### src/rtl/blackjack_turn_controller_pkg.sv
// Shared types for the BlackJack turn controller: command/result codes,
// sequencer states and hand/card widths, plus the card-value clamp.
package blackjack_turn_controller_pkg;

    localparam int CARD_W = 4;
    localparam int SUM_W  = 5;

    typedef enum logic [1:0] {
        COMMAND_NONE  = 2'd0,
        COMMAND_HIT   = 2'd1,
        COMMAND_STAND = 2'd2
    } game_command_e;

    typedef enum logic [1:0] {
        RESULT_NONE       = 2'd0,
        RESULT_PLAYER_WIN = 2'd1,
        RESULT_DEALER_WIN = 2'd2,
        RESULT_PUSH       = 2'd3
    } game_result_e;

    typedef enum logic [2:0] {
        ST_IDLE,
        ST_DEAL,
        ST_PLAYER_WAIT,
        ST_PLAYER_DRAW,
        ST_DEALER_EVAL,
        ST_DEALER_DRAW,
        ST_RESOLVE,
        ST_DONE
    } state_e;

    // Out-of-range card codes (0, 11..15) count as a ten-value card.
    function automatic logic [CARD_W-1:0] clamp_card(input logic [CARD_W-1:0] v);
        return ((v == '0) || (v > CARD_W'(10))) ? CARD_W'(10) : v;
    endfunction

endpackage

### src/rtl/blackjack_turn_controller_hand_accumulator.sv
// One hand's running total: saturating hard sum, ace flag, and the derived
// best total (ace counted as 11 when it does not bust) and bust flag.
module blackjack_turn_controller_hand_accumulator
    import blackjack_turn_controller_pkg::*;
(
    input  logic              i_clk,
    input  logic              i_reset_n,
    input  logic              i_clear,
    input  logic              i_add,
    input  logic [CARD_W-1:0] i_value,
    output logic [SUM_W-1:0]  o_hard,
    output logic              o_has_ace,
    output logic [SUM_W-1:0]  o_best,
    output logic              o_bust
);

    logic [SUM_W-1:0]  hard_q, hard_d;
    logic              ace_q, ace_d;
    logic [CARD_W-1:0] card;
    logic [SUM_W:0]    sum_wide;

    // Next hand state: clear wins over add; hard sum saturates at the 5-bit max.
    always_comb begin
        hard_d   = hard_q;
        ace_d    = ace_q;
        card     = clamp_card(i_value);
        sum_wide = {1'b0, hard_q} + {{(SUM_W+1-CARD_W){1'b0}}, card};
        if (i_clear) begin
            hard_d = '0;
            ace_d  = 1'b0;
        end else if (i_add) begin
            hard_d = sum_wide[SUM_W] ? {SUM_W{1'b1}} : sum_wide[SUM_W-1:0];
            ace_d  = ace_q | (card == CARD_W'(1));
        end
    end

    // Hand registers.
    always_ff @(posedge i_clk or negedge i_reset_n) begin
        if (!i_reset_n) begin
            hard_q <= '0;
            ace_q  <= 1'b0;
        end else begin
            hard_q <= hard_d;
            ace_q  <= ace_d;
        end
    end

    assign o_hard    = hard_q;
    assign o_has_ace = ace_q;
    assign o_best    = (ace_q && (hard_q <= SUM_W'(11))) ? hard_q + SUM_W'(10) : hard_q;
    assign o_bust    = hard_q > SUM_W'(21);

endmodule

### src/rtl/blackjack_turn_controller.sv
// BlackJack game sequencer: deal, player turn, dealer turn, resolve, hold.
// Cards arrive over a registered req / valid handshake; each accepted card
// is followed by one cycle with the request low, during which the freshly
// updated hand totals drive the next decision.
// Optional build macro DEALER_HIT_SOFT17_EN: dealer also draws on soft 17.
module blackjack_turn_controller
    import blackjack_turn_controller_pkg::*;
#(
    parameter int DEALER_STAND = 17,
    parameter int INIT_CARDS   = 4
)(
    input  logic              i_clk,
    input  logic              i_reset_n,
    input  logic              i_dealButtonPushed,
    input  logic              i_ready,
    input  logic [1:0]        i_command,
    input  logic              i_cardValid,
    input  logic [CARD_W-1:0] i_cardValue,
    output logic              o_cardReq,
    output logic              o_cardToDealer,
    output logic              o_turnIndicator,
    output logic [SUM_W-1:0]  o_playerSum,
    output logic [SUM_W-1:0]  o_dealerSum,
    output logic [1:0]        o_result,
    output logic              o_busy
);

    localparam int CNT_W = $clog2(INIT_CARDS + 1);

    state_e           state_q, state_d;
    logic [CNT_W-1:0] cnt_q, cnt_d;
    logic             req_q, req_d;
    logic [1:0]       result_q, result_d;

    logic             accept, hand_clear, p_add, d_add;
    logic [SUM_W-1:0] p_hard, p_best, d_hard, d_best;
    logic             p_ace, p_bust, d_ace, d_bust;
    logic             dealer_soft_hit;
    logic             unused_hand_bits;

    assign accept = req_q & i_cardValid;

    // Route an accepted card: during the deal even slots go to the player.
    assign p_add = accept && (((state_q == ST_DEAL) && !cnt_q[0]) || (state_q == ST_PLAYER_DRAW));
    assign d_add = accept && (((state_q == ST_DEAL) &&  cnt_q[0]) || (state_q == ST_DEALER_DRAW));

    blackjack_turn_controller_hand_accumulator u_player (
        .i_clk     (i_clk),
        .i_reset_n (i_reset_n),
        .i_clear   (hand_clear),
        .i_add     (p_add),
        .i_value   (i_cardValue),
        .o_hard    (p_hard),
        .o_has_ace (p_ace),
        .o_best    (p_best),
        .o_bust    (p_bust)
    );

    blackjack_turn_controller_hand_accumulator u_dealer (
        .i_clk     (i_clk),
        .i_reset_n (i_reset_n),
        .i_clear   (hand_clear),
        .i_add     (d_add),
        .i_value   (i_cardValue),
        .o_hard    (d_hard),
        .o_has_ace (d_ace),
        .o_best    (d_best),
        .o_bust    (d_bust)
    );

`ifdef DEALER_HIT_SOFT17_EN
    assign dealer_soft_hit = (d_best == SUM_W'(DEALER_STAND)) && d_ace && (d_hard <= SUM_W'(11));
`else
    assign dealer_soft_hit = 1'b0;
`endif

    assign unused_hand_bits = ^{p_hard, p_ace, d_hard, d_ace};

    // Next-state, card-request and result logic.
    always_comb begin
        state_d    = state_q;
        cnt_d      = cnt_q;
        req_d      = req_q;
        result_d   = result_q;
        hand_clear = 1'b0;
        unique case (state_q)
            ST_IDLE, ST_DONE: begin
                if (i_dealButtonPushed) begin
                    hand_clear = 1'b1;
                    result_d   = RESULT_NONE;
                    cnt_d      = '0;
                    req_d      = 1'b1;
                    state_d    = ST_DEAL;
                end
            end
            ST_DEAL: begin
                if (accept) begin
                    req_d = 1'b0;
                    cnt_d = cnt_q + CNT_W'(1);
                end else if (!req_q) begin
                    if (cnt_q == CNT_W'(INIT_CARDS))
                        state_d = (p_best == SUM_W'(21)) ? ST_DEALER_EVAL : ST_PLAYER_WAIT;
                    else
                        req_d = 1'b1;
                end
            end
            ST_PLAYER_WAIT: begin
                if (i_ready && (i_command == COMMAND_HIT)) begin
                    req_d   = 1'b1;
                    state_d = ST_PLAYER_DRAW;
                end else if (i_ready && (i_command == COMMAND_STAND)) begin
                    state_d = ST_DEALER_EVAL;
                end
            end
            ST_PLAYER_DRAW: begin
                if (accept) begin
                    req_d = 1'b0;
                end else if (!req_q) begin
                    if (p_bust)
                        state_d = ST_RESOLVE;
                    else if (p_best == SUM_W'(21))
                        state_d = ST_DEALER_EVAL;
                    else
                        state_d = ST_PLAYER_WAIT;
                end
            end
            ST_DEALER_EVAL: begin
                if ((d_best < SUM_W'(DEALER_STAND)) || dealer_soft_hit) begin
                    req_d   = 1'b1;
                    state_d = ST_DEALER_DRAW;
                end else begin
                    state_d = ST_RESOLVE;
                end
            end
            ST_DEALER_DRAW: begin
                // The dealer total is updated by the time DEALER_EVAL looks at it.
                if (accept) begin
                    req_d   = 1'b0;
                    state_d = ST_DEALER_EVAL;
                end
            end
            ST_RESOLVE: begin
                if (p_bust)
                    result_d = RESULT_DEALER_WIN;
                else if (d_bust)
                    result_d = RESULT_PLAYER_WIN;
                else if (p_best > d_best)
                    result_d = RESULT_PLAYER_WIN;
                else if (d_best > p_best)
                    result_d = RESULT_DEALER_WIN;
                else
                    result_d = RESULT_PUSH;
                state_d = ST_DONE;
            end
            default: state_d = ST_IDLE;
        endcase
    end

    // Sequencer registers.
    always_ff @(posedge i_clk or negedge i_reset_n) begin
        if (!i_reset_n) begin
            state_q  <= ST_IDLE;
            cnt_q    <= '0;
            req_q    <= 1'b0;
            result_q <= RESULT_NONE;
        end else begin
            state_q  <= state_d;
            cnt_q    <= cnt_d;
            req_q    <= req_d;
            result_q <= result_d;
        end
    end

    // Destination of the card currently being requested.
    always_comb begin
        o_cardToDealer = 1'b0;
        if (state_q == ST_DEAL)
            o_cardToDealer = cnt_q[0];
        else if (state_q == ST_DEALER_DRAW)
            o_cardToDealer = 1'b1;
    end

    assign o_cardReq       = req_q;
    assign o_turnIndicator = (state_q == ST_PLAYER_WAIT);
    assign o_playerSum     = p_best;
    assign o_dealerSum     = d_best;
    assign o_result        = result_q;
    assign o_busy          = (state_q != ST_IDLE) && (state_q != ST_DONE);

endmodule

### config.mk
export PLATFORM = sky130hd
export DESIGN_NAME = blackjack_turn_controller
export DESIGN_NICKNAME = d
export VERILOG_FILES = /design/src/rtl/blackjack_turn_controller_pkg.sv /design/src/rtl/blackjack_turn_controller_hand_accumulator.sv /design/src/rtl/blackjack_turn_controller.sv
export SDC_FILE = /design/constraint.sdc
export NUM_CORES = 1
export LEC_CHECK = 0
export CORE_MARGIN = 1.5
export CORE_UTILIZATION = 50
export CTS_BUF_LIST = sky130_fd_sc_hd__clkbuf_16
export DETAILED_ROUTE_END_ITERATION = 10
export PLACE_DENSITY_LB_ADDON = 0.08
export REMOVE_ABC_BUFFERS = 1
export SYNTH_ARGS = -nofsm -noshare
export SYNTH_HDL_FRONTEND = slang
export SYNTH_HIERARCHICAL = 1
export SYNTH_SLANG_ARGS = --single-unit
### constraint.sdc
create_clock -name i_clk -period 3.21 [get_ports i_clk]
set_input_delay 0.963 -clock i_clk [delete_from_list [all_inputs] [get_ports i_clk]]
set_output_delay 0.963 -clock i_clk [all_outputs]
set_load 0.02 [all_outputs]
== After elaboration in Yosys (flattened, before gate mapping) ==
Index checks and enable logic that the tools add are counted.
W data, S select, Z words.
Storage, ports and cells
  bits in registers: 21
  latch bits: 0
  RAM bits: 0
  ROM bits: 0
  logic and storage cells: 123
  memories kept: 0
Operators by class
  add/sub/neg operators: 5
  $mul: 0
  divide/modulo/power cells: 0
  order comparisons: 8
  equality and inequality tests: 25
  shift operators: 0
  muxes and demuxes: 47
  bitwise gates (word level): 3
  reduce and logical (&&, ||, !) cells: 27
Operators with widths (number)
  $mux W5: 8
  $mux W3: 13
  $pmux W3 S7: 1
  $mux W1: 16
  $ne A2 B2 Y1 const B: 8
  $eq A3 B3 Y1 const B: 5
  $add A5 B4 Y6: 2
  $add A5 B4 Y5 const B: 2
  $gt A5 B5 Y1: 2
  $gt A5 B5 Y1 const B: 2
  $le A5 B4 Y1 const B: 2
  $mux W2: 5
  $logic_and A1 B1 Y1: 9
  $reduce_and A8 Y1: 1
  $reduce_bool A2 Y1: 4
  $eq A3 B2 Y1 const B: 2
  $ne A2 B1 Y1 const B: 3
  $pmux W3 S2: 1
  $eq A5 B5 Y1 const B: 1
  $lt A5 B5 Y1 const B: 1
  $pmux W1 S5: 1
  $reduce_and A5 Y1: 1
  $reduce_bool A5 Y1: 1
  $eq A4 B1 Y1 const B: 1
  19 further kinds: 23

== Logic depth before layout (Yosys ltp) ==
  word-level depth: 9
  depth in mapped cells: 12
  mapped depth without buffers: 12

== Modules after synthesis ==
Netlist, hierarchy kept.
By module, submodules not included
  blackjack_turn_controller: times used 1, cells an instance 109, area an instance 875.8 um^2
  blackjack_turn_controller_hand_accumulator (u_dealer): times used 1, cells an instance 80, area an instance 655.6 um^2
  blackjack_turn_controller_hand_accumulator (u_player): times used 1, cells an instance 77, area an instance 630.6 um^2

== Worst setup path after synthesis ==
OpenSTA, ideal clock, no wires.
  path kind: input to register
  from: input port i_cardValue[1]
  to: register u_player.hard_q[4] (netlist: u_player/o_hard[4])
  setup time: 0.121 ns
  arrival: 2.728 ns
  path slack: 0.361 ns
  stages: 9
  buffers on the path: 0
  cell sequence: or2_1 a21boi_0 ha_1 inv_1 fa_1 and2b_1 o211ai_1 or3_1 a22o_1
On the way
  longest elaborated chain between the ends: 7
Ends and longest elaborated chain
  start: declaration: line blackjack_turn_controller.sv:18  | input logic [CARD_W-1:0] i_cardValue,
  $gt A4 B4 Y1 / $logic_not A4 Y1 (equally long branches): line blackjack_turn_controller_pkg.sv:34  | return ((v == '0) || (v > CARD_W'(10))) ? CARD_W'(10) : v;
  $logic_or A1 B1 Y1: line blackjack_turn_controller_pkg.sv:34
  $mux W4 (*): line blackjack_turn_controller_pkg.sv:34
  $add A5 B4 Y6 (*): line blackjack_turn_controller_hand_accumulator.sv:27  | sum_wide = {1'b0, hard_q} + {{(SUM_W+1-CARD_W){1'b0}}, card};
  $mux W5 (*): line blackjack_turn_controller_hand_accumulator.sv:32  | hard_d = sum_wide[SUM_W] ? {SUM_W{1'b1}} : sum_wide[SUM_W-1:0];
  $mux W5 (*): line blackjack_turn_controller_hand_accumulator.sv:31  | end else if (i_add) begin
  $mux W5 (*): line blackjack_turn_controller_hand_accumulator.sv:28  | if (i_clear) begin
  end signal: assignment: line blackjack_turn_controller_hand_accumulator.sv:43  | hard_q <= hard_d;
  end: declaration: line blackjack_turn_controller_hand_accumulator.sv:17  | logic [SUM_W-1:0] hard_q, hard_d;
Every way passes the cells marked *; elsewhere a longest branch is shown, timed or not. The select of a mux whose other input is x is not followed.
A chain may end at the register's enable or synchronous reset.

== Worst setup path in the final report ==
  from: register u_dealer.hard_q[1] (netlist: u_dealer/o_hard[1])
  to: output port o_dealerSum[2]
On the way
  longest elaborated chain between the ends: 3
Ends and longest elaborated chain
  start: declaration: line blackjack_turn_controller_hand_accumulator.sv:17
  start signal: assignment: line blackjack_turn_controller_hand_accumulator.sv:43
  $le A5 B4 Y1: line blackjack_turn_controller_hand_accumulator.sv:50  | assign o_best = (ace_q && (hard_q <= SUM_W'(11))) ? hard_q + SUM_W'(10) : hard_q;
  $logic_and A1 B1 Y1: line blackjack_turn_controller_hand_accumulator.sv:50
  $mux W5 (*): line blackjack_turn_controller_hand_accumulator.sv:50
  end: declaration: line blackjack_turn_controller.sv:23  | output logic [SUM_W-1:0] o_dealerSum,
Every way passes the cells marked *; elsewhere a longest branch is shown, timed or not.

==> out/metrics.csv <==
stage;metric;value;unit
floorplan;fp.dieArea;0.004696;mm^2
floorplan;fp.dieH;68.53;um
global_route;antenna_found_initial;0;
job;maxCapViolations;0;
place;place_congestion;0.8245;
floorplan;die_w;68.53;um
floorplan;io_pins;27;
timing;slew_violations;0;
cts;post_cts_buffers;0;
route;drtPass1Iterations;4;
layout;nFillCells;370;
worst_setup_path;crit_chain;inv_1 -> ha_1 -> a211o_1 -> nand2_1 -> clkdlybuf4s50_1;
worst_setup_path;start_kind;flop;
power_and_ir_drop;irDropWorstVdd;0.0003222;V
floorplan;rows;23;
worst_setup_path;reg2reg_from;u_player/o_hard[1];
worst_setup_path;end_kind;output pin;
timing;worst_pin_slew;0.4933;ns
worst_setup_path;max_stage_delay;0.62;ns
layout;instances_no_fill;355;
power_and_ir_drop;power_density;865.3;mW/mm^2
layout;final_cell_mix;28 x nor2_1, 24 x inv_1, 21 x clkdlybuf4s50_1;
layout;drive_above_1_share;13.11;%
floorplan;start_util;52.91;%
logic_synthesis;syn_inst;264;
layout;seq_area;526.8;um^2
worst_setup_path;crit_arrival;2.12;ns
timing;fin_crit_sh;95.97;%
layout;utilization;65.90;%
worst_setup_path;path_class;reg -> out;
global_route;grt-ovfl-total;0;
worst_setup_path;timing.critical_path.buf_inv;2;
worst_hold_path;hold_path_class;reg -> reg;
timing;rsz0062_at_grt;false;
worst_setup_path;ff2ff_path_depth;11;
logic_synthesis;synth_warnings;6;
route;drc;0;
place;dpl.cell_count;351;
worst_setup_path;crit_fanout;7;
worst_setup_path;r2r_end;o_result[1];
logic_synthesis;avgSynthCellArea;8.133;um^2
place;postPlaceCellArea;0.002562;mm^2
layout;fin_area;0.002674;mm^2
route;drtAntennaViolNets;0;
route;drtIter0Drc;86;
global_route;grt_max_degree;22;
timing;hold_viol;0;
worst_setup_path;cpLargestDelayFamily;buffers and inverters;
cts;cts_tree;done;
global_route;grt_pass1_wl;8376;um
floorplan;core_region_area;0.004058;mm^2
worst_hold_path;hold_depth;2;
place;portBuffers;26;
cts;htree_num_levels;1;
route;drt-total-wl;5028;um
layout;area_growth_syn_to_layout;24.53;%
timing;clock.fmax;324.6;MHz
cts;clk_pin_slew;0.06;ns
worst_setup_path;ff2ff_setup_slack;0.63;ns
cts;clk_latency;0.25;ns
worst_hold_path;min_from;cnt_q[1];
route;vias;2052;
worst_setup_path;critPathSlowestCell;clkdlybuf4s50_1;
layout;multi_input_area;0.001500;mm^2
place;hpwl;3855;um
cts;clock-sinks;21;
worst_setup_path;required;2.25;ns
global_route;grt_pass1_vias;1868;
timing;skew;0.003289;ns
layout;fin_nets;340;
timing;min_period;3.081;ns
power_and_ir_drop;leakage;0.001222;uW
power_and_ir_drop;finalPower;2314;uW
route;drt-wirelength-per-cell;14.16;um
logic_synthesis;syn-cell-area;0.002147;mm^2
worst_hold_path;holdPathEnd;cnt_q[1];
route;viasPerCell;5.780;
timing;finalSetupViolCount;0;
cts;cts_buffer_depth;2;
run_status;status;complete, no violations;
cts;root_buffer;clkbuf_16;
cts;numCtsBuffers;3;
layout;n_antenna_cell;0;
global_route;grtUsageTotal;23.93;%
layout;final_common_cell;nor2_1;
timing;maxSlewHeadroom;67.11;%
==> sequential cells by signal (all words and copies together) (netlist names) <==
register            flops
state_q                 3
u_player/o_hard         5
u_dealer/o_has_ace      1
cnt_q                   3
u_dealer/o_hard         5
o_result                2
o_cardReq               1
u_player/o_has_ace      1
==> worst reg2reg max path, cell delays in order, from the launching register on <==
cell and delay, ns:
dfrtp_1 0.45, ha_1 0.23, and3b_1 0.19, o21ai_0 0.13
nor2b_1 0.22, xnor2_2 0.18, inv_1 0.09, ha_1 0.32
and4_1 0.18, a21oi_1 0.15, o221ai_1 0.14, and2_1 0.17
==> worst max-delay path by stage <==
stage | slack [ns] | depth (start not counted) | startpoint | endpoint
after CTS | 0.04 | 5 | u_player/o_hard[1] | o_playerSum[2]
after global routing | 0.004 | 10 | i_cardValue[1] | u_player/o_hard[4]
final | 0.13 | 5 | u_dealer/o_hard[1] | o_dealerSum[2]
after detailed placement | -0.21 | 10 | i_cardValue[1] | u_player/o_hard[4]
after floorplan | 0.36 | 9 | i_cardValue[1] | u_player/o_hard[4]
after global placement | -0.09 | 10 | i_cardValue[1] | u_player/o_hard[4]
==> area by class of cell <==
type	count	area share [%]
Sequential cell	21	19.70
Inverter	24	3.369
Clock buffer	3	2.808
Tap cell	50	2.340
Clock inverter	1	0.1404
Timing Repair Buffer	46	15.54
Multi-Input combinational cell	210	56.11
==> through the flow <==
step | hold WS, ns | setup WS [ns] | setup TNS [ns]
floorplan | 0.4952 | 0.3566 | 0
global placement | 0.5174 | -0.09410 | -0.1428
detailed placement | 0.5374 | -0.2128 | -0.3467
CTS | 0.5504 | 0.03771 | 0
global route | 0.5888 | 0.003536 | 0
finish | 0.5505 | 0.1295 | 0
==> timing repair <==
action	CTS	global route
resized for setup	3	11
hold buffers	0	0
endpoints found under the setup margin	2	6
pin swaps	0	2
==> per-layer routing <==
layer	vias to the layer above	GRT usage, %	routed length [um]
met4	0	8.000	74
met5	-	0	0
met3	8	2.760	232
met1	944	30.64	2252
met2	58	41.59	2469
li1	1042	-	-
==> power breakdown <==
| part | switching, uW | internal, uW |
|---|---|---|
| Clock | 94.8 | 166 |
| Combinational | 836 | 687 |
| Sequential | 162 | 367 |
Note: power is estimated with default switching activity, not from simulation.
